==> src/rtl/ifetch.sv <==
// Instruction fetch stage: owns the fetch PC, keeps one cache read in flight and
// queues returned instructions with their PCs for decode; redirects flush the queue.
module ifetch #(
  parameter logic [15:0] RESET_PC = 16'h0000,
  parameter int          DEPTH    = 2
) (
  input  logic        clk,
  input  logic        rst,
  output logic [15:0] ic_addr,
  output logic        ic_rd,
  input  logic [31:0] ic_data,
  input  logic        ic_ready,
  input  logic        redirect,
  input  logic [15:0] redirect_pc,
  input  logic        dec_ready,
  output logic        inst_valid,
  output logic [31:0] inst,
  output logic [15:0] inst_pc
);
  localparam int PW = $clog2(DEPTH);
  localparam int CW = $clog2(DEPTH + 1);
  localparam logic [CW:0]   FULL_X = (CW + 1)'(DEPTH);
  localparam logic [CW-1:0] FULL   = CW'(DEPTH);

  typedef enum logic [1:0] {IDLE, FETCH, DRAIN} state_t;

  state_t        state;
  logic [15:0]   req_addr;
  logic [15:0]   next_pc;
  logic          rd_q;
  logic [31:0]   mem_inst [DEPTH];
  logic [15:0]   mem_pc   [DEPTH];
  logic [PW-1:0] rd_ptr;
  logic [PW-1:0] wr_ptr;
  logic [CW-1:0] count;

  logic [15:0]   redir_a;
  logic          pop;
  logic          push;
  logic          room;
  logic [CW:0]   count_after;
  logic          issue;
  logic [15:0]   issue_a;

  assign redir_a    = redirect_pc & 16'hFFFC;
  assign inst_valid = (count != '0);
  assign inst       = mem_inst[rd_ptr];
  assign inst_pc    = mem_pc[rd_ptr];
  assign ic_addr    = req_addr;
  assign ic_rd      = rd_q;

  assign pop         = inst_valid && dec_ready;
  assign push        = (state == FETCH) && ic_ready && !redirect;
  assign count_after = {1'b0, count} + {{CW{1'b0}}, push} - {{CW{1'b0}}, pop};
  // A new request goes out only when its result is guaranteed a FIFO slot.
  assign room        = count_after < FULL_X;

  always_comb begin
    issue   = 1'b0;
    issue_a = next_pc;
    case (state)
      IDLE: begin
        if (redirect) begin
          issue   = 1'b1;
          issue_a = redir_a;
        end else if (room) begin
          issue = 1'b1;
        end
      end
      FETCH: begin
        if (ic_ready) begin
          if (redirect) begin
            issue   = 1'b1;
            issue_a = redir_a;
          end else if (room) begin
            issue = 1'b1;
          end
        end
      end
      DRAIN: begin
        if (ic_ready) begin
          issue = 1'b1;
          if (redirect) issue_a = redir_a;
        end
      end
      default: issue = 1'b0;
    endcase
  end

  always_ff @(posedge clk or posedge rst) begin
    if (rst) begin
      state    <= IDLE;
      req_addr <= RESET_PC;
      next_pc  <= RESET_PC;
      rd_q     <= 1'b0;
    end else if (issue) begin
      state    <= FETCH;
      req_addr <= issue_a;
      next_pc  <= issue_a + 16'd4;
      rd_q     <= 1'b1;
    end else begin
      case (state)
        FETCH: begin
          if (ic_ready) begin
            state <= IDLE;
            rd_q  <= 1'b0;
          end else if (redirect) begin
            // In-flight read cannot be cancelled; remember the target and drop its data.
            next_pc <= redir_a;
            state   <= DRAIN;
          end
        end
        DRAIN: begin
          if (redirect) next_pc <= redir_a;
        end
        default: state <= IDLE;
      endcase
    end
  end

  always_ff @(posedge clk or posedge rst) begin
    if (rst) begin
      rd_ptr <= '0;
      wr_ptr <= '0;
      count  <= '0;
      for (int i = 0; i < DEPTH; i++) begin
        mem_inst[i] <= '0;
        mem_pc[i]   <= '0;
      end
    end else if (redirect) begin
      rd_ptr <= '0;
      wr_ptr <= '0;
      count  <= '0;
    end else begin
      if (push) begin
        mem_inst[wr_ptr] <= ic_data;
        mem_pc[wr_ptr]   <= req_addr;
        wr_ptr           <= wr_ptr + 1'b1;
      end
      if (pop) rd_ptr <= rd_ptr + 1'b1;
      count <= count_after[CW-1:0];
    end
  end

  always_ff @(posedge clk) begin
    if (!rst) assert (!(push && !pop && count == FULL));
  end
endmodule

==> config.mk <==
export PLATFORM = sky130hd
export DESIGN_NAME = ifetch
export DESIGN_NICKNAME = d
export VERILOG_FILES = /design/src/rtl/ifetch.sv
export SDC_FILE = /design/constraint.sdc
export NUM_CORES = 1
export LEC_CHECK = 0
export ABC_AREA = 1
export CORE_MARGIN = 2
export CORE_UTILIZATION = 48
export CTS_CLUSTER_DIAMETER = 50
export DETAILED_ROUTE_END_ITERATION = 7
export GPL_TIMING_DRIVEN = 0
export PLACE_DENSITY = 0.77
export SETUP_SLACK_MARGIN = 0.02
export SLEW_MARGIN = 20
export SYNTH_ARGS = -nofsm -noshare
export SYNTH_HDL_FRONTEND = slang
export SYNTH_SLANG_ARGS = --single-unit
==> constraint.sdc <==
create_clock -name clk -period 5.3 [get_ports clk]
set_clock_uncertainty 0.05 [all_clocks]
set_input_delay 1.59 -clock clk [delete_from_list [all_inputs] [get_ports clk]]
set_output_delay 1.59 -clock clk [all_outputs]
set_load 0.1 [all_outputs]
==> Yosys cells after proc, flatten, opt, wreduce, memory -nomap -nowiden <==
Cells that the tools add are included.
W data, S select, Z words.
{ "totals": {"out_inout_bits": 66, "register_bits": 135, "inputBits": 53} }
{ "op_classes": {"order_cmp": 4, "n_mux": 35, "addsub": 5, "n_reduce_logical": 17, "eq_ne": 5, "bitwise": 3} }
{ "ops": {"columns": ["operator", "n"], "rows": [
  ["$mux W16", 8],
  ["$mux W32", 4],
  ["$bwmux W64", 1],
  ["$pmux W16 S2", 2],
  ["$bwmux W32", 1],
  ["$demux W32 S1", 1],
  ["$add A16 B3 Y16 const B", 1],
  ["$demux W16 S1", 1],
  ["$mux W1", 11],
  ["$reduce_bool A2 Y1", 5],
  ["$mux W2", 4],
  ["$reduce_and A2 Y1", 4],
  ["$ge A2 B2 Y1 const B", 2],
  ["$logic_and A1 B1 Y1", 4],
  ["$ne A4 B4 Y1 const B", 1],
  ["$not A1 Y2", 2],
  ["$pmux W2 S2", 1],
  ["$add A2 B1 Y3", 1],
  ["$lt A3 B2 Y1 const B", 1],
  ["$ne A3 B3 Y1 const B", 1],
  ["$pmux W1 S3", 1],
  ["$reduce_bool A3 Y1", 1],
  ["$sub A3 B1 Y3", 1],
  ["$add A1 B1 Y1 const B", 2],
  ["other kinds (8)", 8]
]} }

==> Longest topological paths before layout <==
{ "logic_depth": {"depth_word": 12, "ltp_mapped": 22, "ltp_nobuf": 22} }

==> Worst setup path before layout <==
No wires, ideal clock.
{ "synth_path": {"path_type": "in2reg", "startpoint": "input port redirect", "endpoint": "register next_pc[4]", "setup_slack_ps": 1524, "path_stages": 16, "t_arrival_ps": 3596, "setup_time_ps": 130, "n_path_buf": 3, "cell_sequence": "buf_6 -> inv_4 -> nand2_1 -> ha_1 -> inv_1 -> ha_1 -> fa_1 -> nand2_1 -> nand2_1 -> clkinv_1 -> nand2_2 -> a21oi_4 -> buf_4 -> buf_6 -> o211ai_1 -> o21ai_0"} }
{ "synth_between": {"elab_chain_cells": 11, "word_cells_on_any_way": 19, "cone_classes": "3 x add/sub; 1 x order compare; 1 x eq/ne; 10 x mux; 4 x reduce/logical"} }
{ "synth_lines": {"columns": ["element", "line", "source"], "rows": [
  ["from (decl)", "13", "input logic redirect,"],
  ["$logic_not A1 Y1", "53", "assign push = (state == FETCH) && ic_ready && !redirect;"],
  ["$logic_and A1 B1 Y1", "53", null],
  ["$add A2 B1 Y3", "54", "assign count_after = {1'b0, count} + {{CW{1'b0}}, push} - {{CW{1'b0}}, pop};"],
  ["$sub A3 B1 Y3", "54", null],
  ["$lt A3 B2 Y1", "56", "assign room = count_after < FULL_X;"],
  ["$mux W1", "66, 75", null],
  ["$mux W1", "72", "if (redirect) begin"],
  ["$mux W1", "71", "if (ic_ready) begin"],
  ["$pmux W1 S3", "61", "case (state)"],
  ["$ne A3 B3 Y1 (no line) / $reduce_bool A3 Y1 (equally long branches)", null, null],
  ["$reduce_and A2 Y1 (no line)", null, null],
  ["to (signal assigned)", "99", "next_pc <= issue_a + 16'd4;"],
  ["to (signal assigned)", "109", "next_pc <= redir_a;"],
  ["to (signal assigned)", "114", "if (redirect) next_pc <= redir_a;"],
  ["to (decl)", "29", "logic [15:0] next_pc;"]
]} }
Parallel ways exist; a longest one is shown, timed or not. The select of a mux whose other input is x is not followed.
A chain may end at the register's enable or synchronous reset.

==> Worst setup path after layout <==
{ "layout_path": {"startpoint": "register rd_ptr", "endpoint": "output port inst[19]"} }
{ "layout_between": {"elab_chain_cells": 4} }
{ "layout_lines": {"columns": ["element", "line", "source"], "rows": [
  ["from (decl)", "33", "logic [PW-1:0] rd_ptr;"],
  ["from (signal assigned)", "140", "if (pop) rd_ptr <= rd_ptr + 1'b1;"],
  ["$not A1 Y2 (implied by the code)", "47", "assign inst = mem_inst[rd_ptr];"],
  ["$mux W32 (implied by the code) (3 in series)", "47", null],
  ["to (decl)", "17", "output logic [31:0] inst,"]
]} }
Every way passes these cells. The select of a mux whose other input is x is not followed.

==> metrics <==
outcome complete, no violations; Detail Route Antenna Nets 0; Die Ht 122.8 microns; antenna violations before repair 0; final hold vios 0; mapped cell area 0.006778 sq mm; syn_area_per_cell 7.881 sq um; total CTS buffers 17; iteration count of the initial detailed-routing pass 4; GR Overflow Total 0; Yosys cell types 37; max_cap viols 0; routed vias between 6000 and 7000; fin nets 1056; register area ~0.0034 sq mm; RSZ-0062 raised after global routing false; clock sink count 135; Slew HR 0.3094; fillers 1196; Setup crit end kind primary output; Worst Path Arrival 3100 ps; Multi-input gate area 0.002758 sq mm; Hold Buf Count CTS 0; ant diodes 0; Synth Instances 860; first-pass GRT wire length 28.87 mm; Worst Path Class, Setup register to primary output; Max Freq 210.9 MHz; Setup violations, final 0; CP Launch Type register; Clock Latency Late Sink 420 ps; post-DR wirelength/cell 14.84 microns; Final Cycle Share 0.8945; pre-CTS setup slack between 400 and 500 ps; DRT Wirelength 17.63 mm; die area 0.01509 sq mm; FF+latch count, synth 135; CP required 3660 ps; Slew @ Worst Pin 1033 ps; clock-pin slew on the worst setup and hold paths approximately 50 ps; Synth Warn # 0; H-tree levels 4; CTS root buffer clkbuf_16; GRT Util Overall 0.2484; crit-path max FO 10; Setup WS post-layout 559.2 ps; setup bufs post-CTS 0; Initial DRC Count 579; I/O pin cnt roughly 120; IO buf count 115; Clock Path Buffers 2; max-slew violations 0; maximum number of pins on one net before global-route repair 104; share of layout cells above drive strength 1 0.09425; DRC 0; Tightest Hold Check Type register to register; syn_nets 921; row count 43; global placement routability congestion 0.9297; Detail Placement HPWL roughly 12 mm; crit path time final 4741 ps; Die X-Extent around 120 microns; Starting Density 0.4902; sequential area share after synthesis 0.4984; vias in the first global route 5840; CTS tree done; synthesis-to-layout area growth 29.92%; post-DR vias/cell 5.079; core area 0.01383 sq mm; # resized after CTS 0
==> worst paths after layout <==
kind                                   startpoint                 endpoint  slack, ps  cells after the start
hold reg to reg            mem_pc[25]$_DFFE_PP0P_   mem_pc[25]$_DFFE_PP0P_        430                      2
setup reg to reg             state[1]$_DFFE_PP0P_   next_pc[0]$_DFFE_PP0P_       1920                     18
hold / removal             mem_pc[25]$_DFFE_PP0P_   mem_pc[25]$_DFFE_PP0P_        430                      2
min in group asynchronous                     rst   next_pc[4]$_DFFE_PP0P_       1480                      2
setup / recovery               rd_ptr$_DFFE_PP0P_                 inst[19]        560                      5
max in group asynchronous                     rst  mem_inst[6]$_DFFE_PP0P_       2930                      3
==> state kept, by name (all words and copies together), names as in the netlist <==
signal	cells
ic_addr	16
mem_inst	64
state	2
next_pc	16
rd_ptr	1
count	2
wr_ptr	1
mem_pc	32
ic_rd	1
==> cell type report <==
type,instances,area share
Inverter,101,0.04447
Timing Repair Buffer,116,0.1338
Tap cell,180,0.02558
Buffer,42,0.02927
Clock inverter,8,0.01648
Clock buffer,24,0.05357
Multi-Input combinational cell,582,0.3132
Sequential cell,135,0.3836
==> Yosys cell counts (all sizes together) <==
cell type	n	area [sq um]
buf	21	178.9
inv	100	380.4
nor3	1	5.000
nand2	358	1439
clkbuf	21	78.83
o22ai	4	25.02
o21ai	139	737.0
o31ai	2	15.01
o211ai	2	15.01
a21oi	13	76.33
nand3	25	150.1
clkinv	1	3.750
nand4	3	18.77
fa	1	20.02
a31oi	3	18.77
dfrtp	135	3378
nor2	19	115.1
or2	2	12.52
o21a	1	7.510
o21bai	2	15.01
ha	7	87.58
==> layout by cell type, fill, tap and decap left out, drive strengths merged, types with 4 or more instances in the layout <==
| cell | instances |
|---|---|
| a21oi | 13 |
| buf | 22 |
| bufinv | 4 |
| clkbuf | 45 |
| clkdlybuf4s50 | 115 |
| dfrtp | 135 |
| ha | 7 |
| inv | 100 |
| nand2 | 358 |
| nand3 | 25 |
| nor2 | 19 |
| o21ai | 139 |
| o22ai | 4 |
==> kinds of logic (layout without fill, tap and decap cells) <==
logic type      count (synthesis)  in the layout  synth area share
fa+ha+maj                       8              8           0.01588
flops                         135            135            0.4984
compound gates                166            166            0.1342
simple gates                  408            408            0.2568
buf+inv                       143            291           0.09470
==> metal layers <==
layer / GRT usage / wire [microns] / share of wire / vias to the layer above
li1: - / - / - / 2955
met1: 0.3307 / 7676 / 0.44 / 2858
met2: 0.4071 / 8588 / 0.49 / 190
met3: 0.04368 / 1030 / 0.058 / 31
met4: 0.09195 / 329 / 0.019 / 0
met5: 0 / 0 / 0 / -
==> critical path, cell delays in order, from the launching register on <==
cell,delay (ps)
dfrtp_1,400
clkbuf_1,460
clkbuf_1,460
nand2_1,100
nand2_1,110
clkdlybuf4s50_1,1150
==> stage by stage <==
step / utilization / TNS (ps) / instance area [sq um] / cells / hold WS [ps]
2_1_floorplan: - / 0 / 6778 / 860 / 402.9
3_3_place_gp: 0.5897 / -236180 / 8154 / 1155 / 415.5
3_5_place_dp: 0.5923 / 0 / 8189 / 1156 / 422.2
4_1_cts: 0.6369 / 0 / 8806 / 1188 / 436.3
5_1_grt: 0.6369 / 0 / 8806 / 1188 / 453.2
6_report: 0.6369 / 0 / 8806 / 1188 / 431.7
Power is left out: the tool's default activity adds up to more than one toggle a clock period on the data nets, which glitch-free logic cannot reach.
==> variant (config.mk and constraints unchanged) <==
Set the parameter `DEPTH` to 4 (it was 2).
--- a/src/rtl/ifetch.sv
+++ b/src/rtl/ifetch.sv
@@ -3,5 +3,5 @@
 module ifetch #(
   parameter logic [15:0] RESET_PC = 16'h0000,
-  parameter int          DEPTH    = 2
+  parameter int          DEPTH    = 4
 ) (
   input  logic        clk,
Behaviour: not the same (Yosys sat finds a counterexample within 4 cycles, from zero or initial values and one cycle with rst high).
==> variant against the unedited design <==
Routed wire length up 79%; design area up 52%; synthesized area up 61%; first-iteration DRC count up 49%; worst setup slack worse by 0.44 ns; count of clock-buffer cells in the layout up 7; sequential cell count up 99; die area up 59%; fmax down 8.4%; via count up 65%; core utilization down 4.1 points; largest cell class unchanged.
Power is left out: the tool's default activity adds up to more than one toggle a clock period on the data nets, which glitch-free logic cannot reach.
==> variant: results (changes against the unedited design) <==
result of the run complete, no violations (unchanged); Synth Instances 1334 (was 860); top cell types by occurrence after synthesis nand2_1, o21ai_0, dfrtp_1 (was nand2_1, dfrtp_1, o21ai_0); filler-free cell count of the finished design 1790 (was 1188); Overall Global Routing Usage 26.62% (was 24.84%); detailed-route wire length 31470 um (was 17630 um); CP arrival 3.54 ns (was 3.10 ns); hold path depth 2 (unchanged); GPL Wtd Cong 0.8911 (was 0.9297); first-pass GRT wire length 51340 um (was 28870 um); drt first pass iters 5 (was 4); startpoint of the worst hold path mem_pc[30]$_DFFE_PP0P_ (was mem_pc[25]$_DFFE_PP0P_); total vias in the final route 9970 (was 6034); Area contributors post-synth dfrtp_1, o21ai_0, nand2_1, nor2_1, inv_1 (was dfrtp_1, nand2_1, o21ai_0, inv_1, nand3_1); sum of net half-perimeters after detailed placement 21450 um (was 12190 um); largest stage delay on the critical path 0.87 ns (was 1.15 ns); met2 track demand over resource in global routing 43.86% (was 40.71%); Min-Delay Endpoint mem_pc[30]$_DFFE_PP0P_ (was mem_pc[25]$_DFFE_PP0P_); pin count of the biggest net entering global routing 35 (was 104); Slowest-stage cell, CP clkdlybuf4s15_1 (was clkdlybuf4s50_1); headroom to the max-slew limit 28.97% (was 30.94%); count of routing violations after the opening detailed-route iteration 864 (was 579); global routing met1 resource utilization 35.58% (was 33.07%); total clock buffers created by CTS 27 (was 17); fraction of layout instances using a drive strength above 1 8.173% (was 9.425%); number of library cell types mapped by synthesis 31 (was 37); detailed-routing wirelength on met1 12870 um (was 7676 um); Routed met2 length 15270 um (was 8588 um); biggest regs mem_inst x128, mem_pc x64 (was mem_inst x64, mem_pc x32); register-to-register path setup slack 1.73 ns (was 1.92 ns); compound-gate portion of the synthesized area 18.84% (was 13.42%); number of cells on the worst reg-to-reg path 21 (was 18); insertion delay to the later sink of the worst-skew pair 0.53 ns (was 0.42 ns); metal3 WL 2503 um (was 1030 um); GR Util met3 5.099% (was 4.368%); number of levels in the clock H-tree 1 (was 4); post-synthesis xor/xnor area fraction 0.3210% (was 0%); maximum clock insertion buffer count 3 (was 2); adder and majority gate portion of the synthesized area 1.674% (was 1.588%); number of nets in the synthesized netlist 1401 (was 921)
## variant: cell types whose count changed after synthesis, sizes merged, moves of 2 or more
cell	change
clkbuf	+31
nand2	-3
nand4	-2
o22ai	+47
dfrtp	+99
buf	+11
xor2	+3
a31oi	-3
nor2	+105
nand3	-2
o31ai	-2
inv	-3
o21ai	+189
ha	+6
## variant: worst max path at each step
stage	from	end	slack [ns]	depth (start not counted)
4_1_cts	rd_ptr[0]$_DFFE_PP0P_	inst_pc[13]	0.1	7
3_5_place_dp	ic_ready	next_pc[9]$_DFFE_PP0P_	0.28	20
2_1_floorplan	rst	count[0]$_DFF_PP0_	0.60	1
3_3_place_gp	rst	mem_inst[117]$_DFFE_PP0P_	-1.13	2
6_report	rd_ptr[0]$_DFFE_PP0P_	inst[25]	0.12	7
5_1_grt	rd_ptr[0]$_DFFE_PP0P_	inst_pc[4]	0.02	7
## variant: timing repair
item                                    CTS  global route
gates resized for setup                  30            17
endpoints found under the setup margin   30            12
pin swaps                                 0             0
## variant: kinds of logic (layout without fill, tap and decap cells)
group / after synthesis / in the layout
compound gates: 395 / 395
buf+inv: 182 / 353
xor+xnor: 4 / 4
fa+ha+maj: 14 / 14
simple gates: 505 / 505
flops: 234 / 234
## variant: area by class of cell
class | instances | area, um2
Multi-Input combinational cell | 918 | 4289
Inverter | 98 | 374.1
Timing Repair Buffer | 123 | 1279
Fill cell | 1959 | 9085
Clock buffer | 31 | 700.7
Clock inverter | 17 | 163.9
Buffer | 84 | 399.1
Sequential cell | 234 | 5856
Tap cell | 285 | 356.6
## variant: per-stage QoR
step | hold slack [ns] | TNS [ns] | area (um2) | setup WS (ns) | utilization, %
floorplan | 0.3978 | 0 | 10920 | 0.5961 | -
global route | 0.4479 | 0 | 13420 | 0.02080 | 59.63
detailed placement | 0.4178 | 0 | 12600 | 0.2795 | 56.00
CTS | 0.4325 | 0 | 13430 | 0.09852 | 59.67
finish | 0.4279 | 0 | 13420 | 0.1222 | 59.63
global placement | 0.4098 | -259.50 | 12430 | -1.129 | 55.22
## variant: worst register-to-register path, cell delays in order (launching register included)
cell	delay [ns]
dfrtp_1	0.40
inv_1	0.09
ha_1	0.18
nand2_1	0.18
nor2_4	0.23
inv_1	0.07
ha_1	0.28
inv_1	0.06
ha_1	0.15
inv_1	0.05
fa_1	0.37
xnor2_1	0.14
nand2_1	0.08
nand2_1	0.06
inv_1	0.03
nand2_1	0.05
nand2_1	0.06
nand2_1	0.13
nand2_1	0.27
inv_1	0.38
nand2_1	0.11
nand2_1	0.08
